--- config.mk ---
export PLATFORM = sky130hd
export DESIGN_NAME = edge_event_arbiter
export DESIGN_NICKNAME = d
export VERILOG_FILES = /design/src/rtl/edge_arb_pkg.sv /design/src/rtl/edge_rr_pick.sv /design/src/rtl/edge_event_arbiter.sv
export SDC_FILE = /design/constraint.sdc
export NUM_CORES = 1
export LEC_CHECK = 0
export BUFFER_PORTS_ARGS = -buffer_cell sky130_fd_sc_hd__buf_2
export CORE_MARGIN = 2
export CORE_UTILIZATION = 48
export DETAILED_ROUTE_END_ITERATION = 6
export GPL_ROUTABILITY_DRIVEN = 0
export GPL_TIMING_DRIVEN = 0
export MAX_ROUTING_LAYER = met4
export PLACE_DENSITY = 0.8
export SKIP_LAST_GASP = 1
export SLEW_MARGIN = 25
export SYNTH_ARGS = -nofsm -noshare
export SYNTH_HDL_FRONTEND = slang
export SYNTH_SLANG_ARGS = --single-unit
--- constraint.sdc ---
create_clock -name clk -period 1.85 [get_ports clk]
set_input_delay 0.2775 -clock clk [delete_from_list [all_inputs] [get_ports clk]]
set_output_delay 0.2775 -clock clk [all_outputs]
set_load 0.02 [all_outputs]
--- src/rtl/edge_arb_pkg.sv ---
// Shared definitions for the edge event arbiter: FSM states and the
// modulo-N pointer increment used by the round-robin logic.
package edge_arb_pkg;

    typedef enum logic [0:0] {
        ST_IDLE  = 1'b0,
        ST_OFFER = 1'b1
    } arb_state_e;

    // Explicit compare keeps non-power-of-2 channel counts legal.
    function automatic int unsigned wrap_inc(input int unsigned v, input int unsigned n);
        return (v == n - 32'd1) ? 32'd0 : v + 32'd1;
    endfunction

endpackage

--- src/rtl/edge_rr_pick.sv ---
// Combinational round-robin finder: first set request at or after ptr,
// wrapping modulo N.
module edge_rr_pick #(
    parameter  int unsigned N   = 4,
    localparam int unsigned IDW = $clog2(N)
) (
    input  logic [N-1:0]   req,
    input  logic [IDW-1:0] ptr,
    output logic           found,
    output logic [IDW-1:0] idx
);

    int unsigned pos;

    always_comb begin
        found = 1'b0;
        idx   = '0;
        pos   = 0;
        for (int unsigned off = 0; off < N; off++) begin
            pos = 32'(ptr) + off;
            if (pos >= N) pos = pos - N;
            if (!found && req[IDW'(pos)]) begin
                found = 1'b1;
                idx   = IDW'(pos);
            end
        end
    end

endmodule

--- src/rtl/edge_event_arbiter.sv ---
// Captures masked rising edges on N level inputs and serialises them as
// round-robin event tokens on a valid/ready interface.
module edge_event_arbiter
    import edge_arb_pkg::*;
#(
    parameter  int unsigned N   = 4,
    localparam int unsigned IDW = $clog2(N)
) (
    input  logic           clk,
    input  logic           reset,
    input  logic [N-1:0]   in,
    input  logic [N-1:0]   mask,
    output logic           out_valid,
    output logic [IDW-1:0] out_id,
    input  logic           out_ready,
    output logic [N-1:0]   pending,
    output logic [N-1:0]   overflow,
    input  logic [N-1:0]   overflow_clr
);

    arb_state_e     state_q, state_d;
    logic [N-1:0]   in_reg_q;
    logic [N-1:0]   pending_q, pending_d;
    logic [N-1:0]   overflow_q, overflow_d;
    logic [IDW-1:0] ptr_q, ptr_d;
    logic [IDW-1:0] out_id_q, out_id_d;

    logic [N-1:0]   edge_det;
    logic [N-1:0]   ovf_set;
    logic [N-1:0]   clr_vec;
    logic [IDW-1:0] next_ptr;
    logic [IDW-1:0] pick_ptr;
    logic           pick_found;
    logic [IDW-1:0] pick_idx;
    logic           load;

    // During a handshake the search starts just past the token being retired.
    always_comb begin
        next_ptr = IDW'(wrap_inc(32'(out_id_q), N));
        pick_ptr = (state_q == ST_OFFER) ? next_ptr : ptr_q;
    end

    edge_rr_pick #(.N(N)) u_pick (
        .req   (pending_q),
        .ptr   (pick_ptr),
        .found (pick_found),
        .idx   (pick_idx)
    );

    always_comb begin
        state_d  = state_q;
        ptr_d    = ptr_q;
        out_id_d = out_id_q;
        load     = 1'b0;
        case (state_q)
            ST_IDLE: begin
                if (pick_found) begin
                    load    = 1'b1;
                    state_d = ST_OFFER;
                end
            end
            ST_OFFER: begin
                if (out_ready) begin
                    ptr_d = next_ptr;
                    if (pick_found) load = 1'b1;
                    else            state_d = ST_IDLE;
                end
            end
            default: state_d = ST_IDLE;
        endcase
        if (load) out_id_d = pick_idx;
        clr_vec = load ? (N'(1) << pick_idx) : '0;
    end

    // A fresh edge on the bit being loaded re-arms it without flagging overflow.
    always_comb begin
        edge_det   = in & ~in_reg_q & mask;
        ovf_set    = edge_det & pending_q & ~clr_vec;
        pending_d  = (pending_q & ~clr_vec) | edge_det;
        overflow_d = (overflow_q & ~overflow_clr) | ovf_set;
    end

    always_ff @(posedge clk) begin
        if (reset) begin
            state_q    <= ST_IDLE;
            in_reg_q   <= '0;
            pending_q  <= '0;
            overflow_q <= '0;
            ptr_q      <= '0;
            out_id_q   <= '0;
        end else begin
            state_q    <= state_d;
            in_reg_q   <= in;
            pending_q  <= pending_d;
            overflow_q <= overflow_d;
            ptr_q      <= ptr_d;
            out_id_q   <= out_id_d;
        end
    end

    always_comb begin
        out_valid = (state_q == ST_OFFER);
        out_id    = out_id_q;
        pending   = pending_q;
        overflow  = overflow_q;
    end

endmodule
==> results of run 1 <==
## critical path: cells and delay by family, from the launching register on
family / cells / cell delay (ns)
flops: 1 / 0.37
fa+ha+maj: 1 / 0.26
compound gates: 3 / 0.56
simple gates: 3 / 0.43
## per-stage QoR
step,utilization (%),hold slack [ns],TNS [ns]
finish,67.18,0.1571,0
global route,67.18,0.1602,0
CTS,65.09,0.1503,0
detailed placement,62.12,0.4546,-0.05018
global placement,62.12,0.4407,-0.001446
floorplan,-,0.3491,0
## state kept, by name, indices dropped and copies added, names as in the netlist
signal,cells
overflow,4
out_id,2
pending,4
ptr_q,2
out_valid,1
in_reg_q,4
## cell usage in the layout (no fill, tap or decap), types with 2 or more instances in the layout
master / count
nand2b_1: 3
nand3b_1: 4
a21oi_1: 9
mux2i_1: 2
nor2b_1: 6
nor3_1: 2
clkbuf_1: 3
nor2_1: 6
dfxtp_1: 15
clkbuf_4: 3
o21ai_2: 5
nand2_1: 9
buf_2: 25
o31ai_2: 4
inv_1: 3
## report_power, final
| group | leakage [nW] | switching, mW | internal, mW | total [mW] |
|---|---|---|---|---|
| Clock | 0.0150 | 0.115 | 0.0839 | 0.199 |
| Combinational | 0.279 | 0.114 | 0.0934 | 0.207 |
| Sequential | 0.141 | 0.0225 | 0.387 | 0.410 |
## kinds of logic (layout without fill, tap and decap cells)
family | count (synthesis) | count (layout) | share of synthesized area (%)
buffers and inverters | 6 | 36 | 3.653
adders and majority gates | 1 | 1 | 1.522
AOI/OAI and AO/OA | 24 | 24 | 23.90
muxes | 4 | 4 | 5.479
and+or+nand+nor | 36 | 36 | 24.05
DFF | 17 | 17 | 41.40
## Yosys cell counts
cell       n
a21oi_1    9
o21ai_2    4
clkbuf_1   2
o211ai_2   1
nand2_1   10
nand2b_1   3
buf_6      1
o31a_1     1
ha_1       1
o21ai_1    1
nand3_1    1
dfxtp_1   17
nor2_1     6
inv_1      3
nor4_1     1
mux2i_1    2
nor2b_1    6
mux2i_2    1
and3b_1    1
o21a_1     1
nand2b_2   1
o31ai_2    4
o211a_4    1
nor3b_2    1
nor3_1     2
o22ai_1    1
nand3b_1   4
mux2_1     1
o32ai_1    1
## area by class of cell
class	instances	area [sq um]	share of cell area, %
multi-input cells	65	493.0	47.07
flip-flops and latches	17	345.3	32.98
repair buffers	26	132.6	12.66
clock buffers	4	26.28	2.509
well taps	16	20.02	1.912
plain buffers	3	18.77	1.792
inverters	3	11.26	1.075
## worst max path at each step
stage	from	to	slack, ns	cells after the start
detailed placement	out_id[0]	pending[2]	-0.02	7
floorplan	out_id[1]	pending[0]	0.04	7
global placement	out_id[0]	pending[2]	-0.001	7
CTS	out_id[0]	pending[1]	0.04	7
finish	out_id[0]	pending[2]	0.1	7
global route	out_id[0]	pending[3]	0.001	7
## per-layer routing
metal	up-vias	track usage, %	routed length (um)
met1	337	23.69	804
met5	-	-	0
met4	0	12.35	44
met2	17	34.65	855
li1	375	-	-
met3	4	3.571	58
## timing repair
item	4_1_cts	5_1_grt
cloned	0	0
gates resized for setup	2	6
setup endpoints to repair	7	4
pin swaps	1	3
setup buffers	0	1
hold endpoints to repair	0	0
==> results.toml, run 1 <==
[placed_design]
place_ws_ns = -0.01831
dp_hpwl_mm = 1.273
place_area_sq_um = 968.4
placedCellCount = 129
port_buffers = 25

[synthesis]
yosysWarnings = 0
syn-num-nets = 104
yosysSeqAreaShare_pct = 41.40
syn_area_sq_um = 822.0
ys_ff_latch = 17
synth_top_area_share_pct = 41.40
synth_cell_types = 29
netlist_instances = 88
synth_area_leaders = "dfxtp_1 41%, o31ai_2 6.1%, a21oi_1 5.5%"
avgSynthCellArea_sq_um = 9.341
synth_top_cell_by_area = "dfxtp_1"

[die]
die_h_um = 45.39
die-width_um = 45.39
io_pins = 26
coreArea_sq_mm = 0.001559
start_util_pct = 52.73
row_count = 14
dieArea_sq_mm = 0.002060

[timing]
fmax_mhz = 571.3
setup_ws_ns = 0.09952
final-setup-viol-count = 0
relSlewSlack_pct = 68.93
post-route-period-util_pct = 94.62
worst_slew_pin_slew_ns = 0.4661
finalHoldViolCount = 0
rsz0062_at_grt = "false"
slew_viol_final = 0
min_period_ns = 1.750
finClkSkew_ns = 0.0007714

[min_path]
holdCritPathClass = "input pin to flip-flop"
whs_endpoint = "in_reg_q[0]"
min_path_cells = 2
min_from = "reset"

[critical_path]
r2r_cells = 7
crit-reg2reg-capture = "pending[2]"
critPathMaxStageDelay_ns = 0.37
crit_path_end_kind = "flip-flop"
cp-start-kind = "flip-flop"
crit_chain = "ha_4 > nor2b_1 > o32ai_2 > nor3b_4 > nand2b_2 > o21ai_2 > a21oi_1"
crit_type = "flip-flop to flip-flop"
reg2reg_from = "out_id[0]"
slowest_stage = "dfxtp_4"
required_ns = 2.02
rrSetupSlack_ns = 0.1
worst-path-max-fanout = 5
worstPathArrival_ns = 1.92

[clock_network]
cts_tree = "yes"
htreeDepth = 1
cts.clk_slew.worst_paths_ns = 0.10
hold_buffers = 0
clkLatencyLatePin_ns = 0.29
clock-sinks = 17
numCtsBuffers = 3
cts_root_buf = "clkbuf_4"
clk_path_buf_depth = 2

[drt]
routed_wl_mm = 1.762
drc_errors = 0
postRouteAntennaNets = 0
viasPerCell = 5.470
wl_per_cell_um = 13.15
drtIter0Drc = 1
num_vias = 733
first_pass_iters = 2

[grt]
antenna_found_initial = 0
grt_max_degree = 11
overflow = 0
grt_use_total_pct = 21.05
grt_pass1_wl_mm = 2.967
grt_pass1_vias = 734

[final_layout]
fin_area_sq_mm = 0.001047
fillers = 137
area_growth_pct = 27.40
drive_above_1_share_pct = 41.53
fin_cells = 134
nets = 135
antenna-diode-count = 0

[pwr]
power_density_mw_per_mm2 = 779.4
total_power_uw = 816.2
peakVddDrop_mv = 0.5651
leakagePower_nw = 0.4351

[outcome]
status = "completed"

[job]
max_cap_violations = 0
Note: power is estimated with default switching activity, not from simulation.
==> inputs of run 2 (changes only) <==
Settings changed: CORE_MARGIN 2 to 1.
==> run 2 against run 1 <==
Net effect:
- the run now ends with design-rule violations left
- design area is 2.5% lower
- worst hold slack better by 0.0034 ns
- sequential cell count stayed put
- sequential share of layout area is 0.73 points higher
- clock-buffer cell count stayed put
- clock power is 3% lower
- power is 2.5% lower
- die area is 8.6% lower
- non-clock buffer count is 1 lower
- combinational power is 7% lower
- sequential power hardly changed
- critical endpoint is now pending[1]
==> results.toml, run 2 (same netlist as run 1, synthesis figures left out) <==
[min_path]
holdCritPathClass = "input pin to flip-flop"

[outcome]
status = "finished with violations"
violations = "design-rule violations"

[final_layout]
nets = 134
fin_cells = 133
antenna-diode-count = 0
drive_above_1_share_pct = 39.32
mostFrequentLayoutCells = "25 x buf_2, 16 x dfxtp_1, 10 x nand2_1"
fillers = 130
area_growth_pct = 24.20
fin_area_sq_mm = 0.001021
final_common_cell = "buf_2"

[critical_path]
worst-path-max-fanout = 7
critPathMaxStageDelay_ns = 0.38
worstPathArrival_ns = 1.90
crit_path_end_kind = "flip-flop"
required_ns = 2.01
crit_path_frequent_cell = "o21ai_2"
slowest_stage = "dfxtp_4"
cp-start-kind = "flip-flop"
crit_chain = "ha_4 > and3b_1 > o21ai_2 > nor3b_2 > nand2_1 > o21ai_2 > a21oi_1"
crit_type = "flip-flop to flip-flop"

[clock_network]
cts.clk_slew.worst_paths_ns = 0.10
htreeDepth = 1
numCtsBuffers = 3
clk_path_buf_depth = 2
clock-sinks = 17
clkLatencyLatePin_ns = 0.28
cts_root_buf = "clkbuf_4"
hold_buffers = 0
cts_tree = "yes"

[timing]
final-setup-viol-count = 0
setup_ws_ns = 0.1137
fin_hold_ws_ns = 0.1605
min_period_ns = 1.736
post-route-period-util_pct = 93.85
finClkSkew_ns = 0.004553
slew_viol_final = 0
fmax_mhz = 576.0
rsz0062_at_grt = "false"
finalSetupTns_ns = 0
relSlewSlack_pct = 68.04
worst_slew_pin_slew_ns = 0.4751
finalHoldViolCount = 0

[die]
coreArea_sq_mm = 0.001559
die_h_um = 43.39
dieArea_sq_mm = 0.001882
row_count = 14
start_util_pct = 52.73
io_pins = 26
die-width_um = 43.39

[grt]
grt_use_total_pct = 19.06
grt_pass1_vias = 661
overflow = 0
antenna_found_initial = 0
grt_pass1_wl_mm = 2.622
grt_max_degree = 11

[drt]
first_pass_iters = 6
num_vias = 722
postRouteAntennaNets = 0
viasPerCell = 5.429
drtIter0Drc = 15
wl_per_cell_um = 11.99
routed_wl_mm = 1.595
drc_errors = 4

[placed_design]
place_area_sq_um = 968.4
place_ws_ns = 0.005372
placedCellCount = 129
dp_hpwl_mm = 1.238
port_buffers = 25

[job]
max_cap_violations = 0

[pwr]
power_density_mw_per_mm2 = 779.5
leakagePower_nw = 0.4261
peakVddDrop_mv = 0.4563
-- run 2: changes by cell type in the layout (fill, tap and decap cells not counted), sizes merged --
cell / previous run / this run
buf: 27 / 26
-- run 2: final cells by class --
cell class / count / area (sq um) / area share [%]
clock buffer: 4 / 26.28 / 2.574
tap: 16 / 20.02 / 1.961
sequential: 17 / 344.1 / 33.70
inverter: 3 / 11.26 / 1.103
timing repair buffer: 25 / 125.1 / 12.25
multi-input combinational: 65 / 475.5 / 46.57
buffer: 3 / 18.77 / 1.838
-- run 2: metrics by stage --
stage / utilization, % / total power [mW]
6_report: 65.49 / 0.7958
5_1_grt: 65.49 / 0.8393
4_1_cts: 64.61 / 0.7993
3_5_place_dp: 62.12 / 0.6007
3_3_place_gp: 62.12 / 0.5944
2_1_floorplan: - / 0.5472
-- run 2: metal layers --
layer,part of all wire (%),vias to the layer above,GRT usage [%]
met5,0,-,-
met4,1.1,0,9.375
met3,2.9,2,2.500
met2,48,15,32.42
met1,48,336,21.99
li1,-,369,-
-- run 2: final timing paths --
| kind | from | slack, ns | depth (start not counted) | end |
|---|---|---|---|---|
| setup / recovery | out_id[0] | 0.11 | 7 | pending[1] |
| hold / removal | reset | 0.16 | 2 | in_reg_q[0] |
| setup reg to reg | out_id[0] | 0.11 | 7 | pending[1] |
| hold reg to reg | overflow[0] | 0.47 | 2 | overflow[0] |
-- run 2: timing repair --
item,4_1_cts,5_1_grt
setup endpoints to repair,3,6
pin swaps,0,1
gates cloned,0,0
buffers inserted,0,0
gates resized for setup,1,3
-- run 2: where the power goes --
part	leakage, nW	internal [mW]	switching, mW
registers	0.140	0.387	0.0233
logic	0.271	0.0860	0.106
clock network	0.0150	0.0836	0.110
-- run 2: critical path, delay by kind of cell (launching register included) --
| family | cells | cell delay (ns) |
|---|---|---|
| AOI/OAI and AO/OA | 3 | 0.42 |
| adders and majority gates | 1 | 0.29 |
| and+or+nand+nor | 3 | 0.51 |
| DFF | 1 | 0.38 |
